--- config.mk ---
export PLATFORM = sky130hd
export DESIGN_NAME = aes_round_counter
export DESIGN_NICKNAME = d
export VERILOG_FILES = /design/src/rtl/aes_pkg.sv /design/src/rtl/aes_round_counter.sv
export SDC_FILE = /design/constraint.sdc
export NUM_CORES = 1
export LEC_CHECK = 0
export CORE_AREA = 10 10 47 49
export CTS_CLUSTER_SIZE = 16
export DETAILED_ROUTE_END_ITERATION = 8
export DIE_AREA = 0 0 57 59
export GPL_TIMING_DRIVEN = 0
export SYNTH_ARGS = -nofsm -noshare
export SYNTH_HDL_FRONTEND = slang
export SYNTH_SLANG_ARGS = --single-unit
--- constraint.sdc ---
create_clock -name clk -period 1.9 [get_ports clk]
set_clock_uncertainty 0.15 [all_clocks]
set_input_delay 0.285 -clock clk [delete_from_list [all_inputs] [get_ports clk]]
set_output_delay 0.285 -clock clk [all_outputs]
set_load 0.005 [all_outputs]
--- src/rtl/aes_pkg.sv ---
// ---------------------------------------------------------------------------
// aes_pkg
//   Shared constants and types for the AES-GCM datapath.
//   Round counts for each AES key size, the round-counter width and the
//   matching round-number type.
// ---------------------------------------------------------------------------
package aes_pkg;

    localparam int unsigned AES128_ROUNDS = 10;
    localparam int unsigned AES192_ROUNDS = 12;
    localparam int unsigned AES256_ROUNDS = 14;

    localparam int unsigned RND_CNT_W = 4;

    typedef logic [RND_CNT_W-1:0] rnd_cnt_t;

endpackage : aes_pkg

--- src/rtl/aes_round_counter.sv ---
// ---------------------------------------------------------------------------
// aes_round_counter
//   Round counter for the AES datapath of the AES-GCM core. While enabled it
//   counts 0,1,...,MAX_CNT and then wraps to 0. o_flag marks the final round
//   so the round controller can pick the last-round transform.
//
// Parameters
//   MAX_CNT   terminal count (number of rounds), 1 .. 2**CNT_SIZE-1
//   CNT_SIZE  counter width in bits
//
// Ports
//   clk        in   1         rising-edge clock
//   rst_n      in   1         synchronous, active-low reset (top priority)
//   i_cnt_clr  in   1         synchronous clear (only with AES_RND_CNT_CLR_EN)
//   i_cnt_en   in   1         advance one step per cycle while high
//   o_flag     out  1         high while o_count == MAX_CNT
//   o_count    out  CNT_SIZE  current round number
//
// Build option
//   AES_RND_CNT_CLR_EN  when defined, adds the i_cnt_clr port. Without it the
//                       counter clears only through reset or wrap.
// ---------------------------------------------------------------------------
module aes_round_counter
    import aes_pkg::*;
#(
    parameter int unsigned MAX_CNT  = AES128_ROUNDS,
    parameter int unsigned CNT_SIZE = RND_CNT_W
) (
    input  logic                clk,
    input  logic                rst_n,
`ifdef AES_RND_CNT_CLR_EN
    input  logic                i_cnt_clr,
`endif
    input  logic                i_cnt_en,
    output logic                o_flag,
    output logic [CNT_SIZE-1:0] o_count
);

    localparam logic [CNT_SIZE-1:0] LP_MAX  = CNT_SIZE'(MAX_CNT);
    localparam logic [CNT_SIZE-1:0] LP_ONE  = CNT_SIZE'(1);
    localparam logic [CNT_SIZE-1:0] LP_ZERO = '0;

    // Elaboration-time legality of the MAX_CNT / CNT_SIZE pair.
    generate
        if (CNT_SIZE < 1 || CNT_SIZE > 31) begin : g_bad_width
            $fatal(1, "aes_round_counter: CNT_SIZE=%0d out of range 1..31", CNT_SIZE);
        end
        else if (MAX_CNT < 1 || MAX_CNT >= (32'd1 << CNT_SIZE)) begin : g_bad_max
            $fatal(1, "aes_round_counter: MAX_CNT=%0d illegal for CNT_SIZE=%0d",
                   MAX_CNT, CNT_SIZE);
        end
    endgenerate

    logic                r_count;
    logic [CNT_SIZE-1:0] r_cnt;
    logic [CNT_SIZE-1:0] w_cnt_nxt;
    logic                w_clr;

`ifdef AES_RND_CNT_CLR_EN
    assign w_clr = i_cnt_clr;
`else
    assign w_clr = 1'b0;
`endif

    // ">=" rather than "==" so an unreachable value above MAX_CNT (e.g. an
    // upset) recovers to 0 on the next enabled edge.
    always_comb begin
        w_cnt_nxt = r_cnt + LP_ONE;
        if (r_cnt >= LP_MAX) begin
            w_cnt_nxt = LP_ZERO;
        end
    end

    always_ff @(posedge clk) begin
        if (!rst_n) begin
            r_cnt <= LP_ZERO;
        end
        else if (w_clr) begin
            r_cnt <= LP_ZERO;
        end
        else if (i_cnt_en) begin
            r_cnt <= w_cnt_nxt;
        end
    end

    // Unused single-bit alias kept tied off to avoid a dangling declaration.
    assign r_count = 1'b0;

    assign o_count = r_cnt;
    assign o_flag  = (r_cnt == LP_MAX);

`ifndef SYNTHESIS
    a_cnt_in_range : assert property (@(posedge clk) disable iff (!rst_n)
        r_cnt <= LP_MAX)
        else $error("aes_round_counter: count %0d above MAX_CNT", r_cnt);

    a_flag_match : assert property (@(posedge clk) disable iff (!rst_n)
        o_flag == (o_count == LP_MAX))
        else $error("aes_round_counter: o_flag inconsistent with o_count");
`endif

endmodule : aes_round_counter

==> impl_metrics.py <==
metrics = {
    "place": {
        "gp_congestion": 0.611,
        "placed_area_um2": 280,
        "dp_hpwl_um": 392,
        "port_buffers": 7,
        "dpl_worst_slack_ns": 0.149,
    },
    "cts": {
        "post-cts-setup-buffers": 0,
        "cts_resized": 4,
        "ctsHoldBuffers": 0,
        "cts_sinks": 4,
        "clock_latency_ns": 0.24,
        "cts_max_level": 1,
        "clkTransAtPathRegs_ns": 0.03,
        "cts_buffers": 3,
        "cts_tree": "done",
        "root_buffer": "clkbuf_4",
        "clock_path_buffers": 2,
    },
    "route": {
        "vias_per_cell": 3.89,
        "vias": 179,
        "initialDrtViolationCount": 0,
        "antenna_left": 0,
        "wl_per_cell_um": 11.3,
        "wirelength_um": 519,
        "drt_pass1_iterations": 1,
        "drc": 0,
    },
    "critical_path": {
        "crit_type": "reg -> out",
        "crit_path_cell_trace": "inv_1 > ha_1 > and3b_2 > dlygate4sd2_1",
        "cp-start-kind": "flip-flop",
        "cpMaxStageDelayCell": "dfxtp_4",
        "arrival_ns": 1.30,
        "cp.required_ns": 1.46,
        "cp-end-kind": "output pin",
        "cp_slowest_stage_delay_ns": 0.36,
        "crit_fanout": 5,
    },
    "synthesis": {
        "syn_inst": 20,
        "synth_cell_types": 11,
        "ys_seq_area_share_pct": 42.1,
        "yosys_warnings": 0,
        "syn-num-nets": 25,
        "syn_area_per_cell_um2": 9.51,
        "synth_area_um2": 190,
        "ys_seq_elements": 4,
    },
    "layout": {
        "finalInstanceArea_um2": 307,
        "final_common_cell": "clkdlybuf4s50_1",
        "layout_common_cells": "6 x clkdlybuf4s50_1, 4 x nor2_1, 3 x clkbuf_4",
        "antennaDiodeCount": 0,
        "syn_to_final_growth_pct": 61.2,
        "fin_util_pct": 21.9,
        "final_layout_size_suffix_gt1_share_pct": 20.0,
        "largest_reg_flops": 4,
        "nets": 37,
    },
    "die": {
        "core-area_um2": 1400,
        "fp-row-count": 14,
        "dieHeight_um": 59,
        "die_width_um": 57,
        "initial_core_util_pct": 13.6,
        "ios": 8,
        "die-area_um2": 3360,
    },
    "global_route": {
        "antenna_found_initial": 0,
        "grt_max_degree": 7,
        "grt-ovfl-total": 0,
        "grt_pass1_vias": 200,
        "grt_pass1_wl_um": 841,
        "grt_usage_pct": 3.67,
    },
    "timing": {
        "fin_tns_setup_ns": 0,
        "min_period_ns": 1.73,
        "hold_viol": 0,
        "tightest_slew_ns": 0.225,
        "slew_headroom_pct": 84.8,
        "min_period_over_period_pct": 91.3,
        "fin_ws_ns": 0.165,
        "setup_viol_count_final": 0,
        "drv_slew": 0,
        "max_freq_mhz": 576,
        "rsz0062_at_grt": "false",
    },
    "job": {
        "max_cap_violations": 0,
    },
    "power": {
        "p_per_area_nw_per_um2": 769,
        "ir_worst_vdd_v": 0.000241,
        "leakagePower_nw": 0.128,
    },
    "run_status": {
        "status": "finished, final reports clean",
    },
    "worst_hold_path": {
        "min_path_type": "reg -> reg",
    },
}
==> routing by layer <==
layer / global-route usage [%] / routed length, µm / share of wire, %
met1: 2.85 / 206 / 40
met2: 4.03 / 191 / 37
met3: 4.94 / 99 / 19
met4: 4.03 / 21 / 4.0
met5: 0 / 0 / 0
==> worst paths after layout <==
kind	from	to	slack (ns)	cells after the start
setup / recovery	o_count[0]	o_flag	0.17	4
hold / removal	o_count[0]	o_count[0]	0.38	2
setup reg to reg	o_count[0]	o_count[1]	0.44	5
hold reg to reg	o_count[0]	o_count[0]	0.38	2
==> kinds of logic after synthesis <==
logic type	count (synthesis)	synth area share (%)
buf+inv	1	1.97
flops	4	42.1
simple gates	8	20.4
fa+ha+maj	2	13.2
compound gates	2	8.55
xor+xnor	3	13.8
==> critical path: cells and delay by family (launching register included) <==
kind	cells	cell delay [ns]
and+or+nand+nor	1	0.19
buffers and inverters	2	0.30
adders and majority gates	1	0.21
DFF	1	0.36
==> layout make-up <==
type,count,area [µm²]
clock buffer,3,22.5
sequential,4,85.1
multi-input combinational,15,106
tap,16,20.0
inverter,1,3.75
fill,172,1090
timing repair buffer,7,68.8
==> synth_stat cells <==
master | number | share of area, %
xor2_1 | 2 | 9.2
and3b_2 | 1 | 5.3
xnor2_1 | 1 | 4.6
o311ai_1 | 1 | 4.6
ha_1 | 2 | 13
inv_1 | 1 | 2.0
a211oi_1 | 1 | 3.9
nand4_1 | 1 | 3.3
dfxtp_1 | 4 | 42
nand2_1 | 2 | 3.9
nor2_1 | 4 | 7.9
==> report_power, final <==
part | internal (mW) | leakage [nW] | switching, mW
clock network | 0.0708 | 0.0138 | 0.0377
logic | 0.0182 | 0.0809 | 0.0116
registers | 0.0901 | 0.0337 | 0.00731
total | 0.179 | 0.128 | 0.0567
==> stage by stage <==
stage | hold slack, ns | cells | power [mW]
3_3_place_gp | 0.395 | 43 | 0.126
3_5_place_dp | 0.405 | 43 | 0.128
6_report | 0.376 | 46 | 0.236
4_1_cts | 0.376 | 46 | 0.242
5_1_grt | 0.421 | 46 | 0.253
2_1_floorplan | 0.230 | 20 | 0.109
Note: power is estimated with default switching activity, not from simulation.
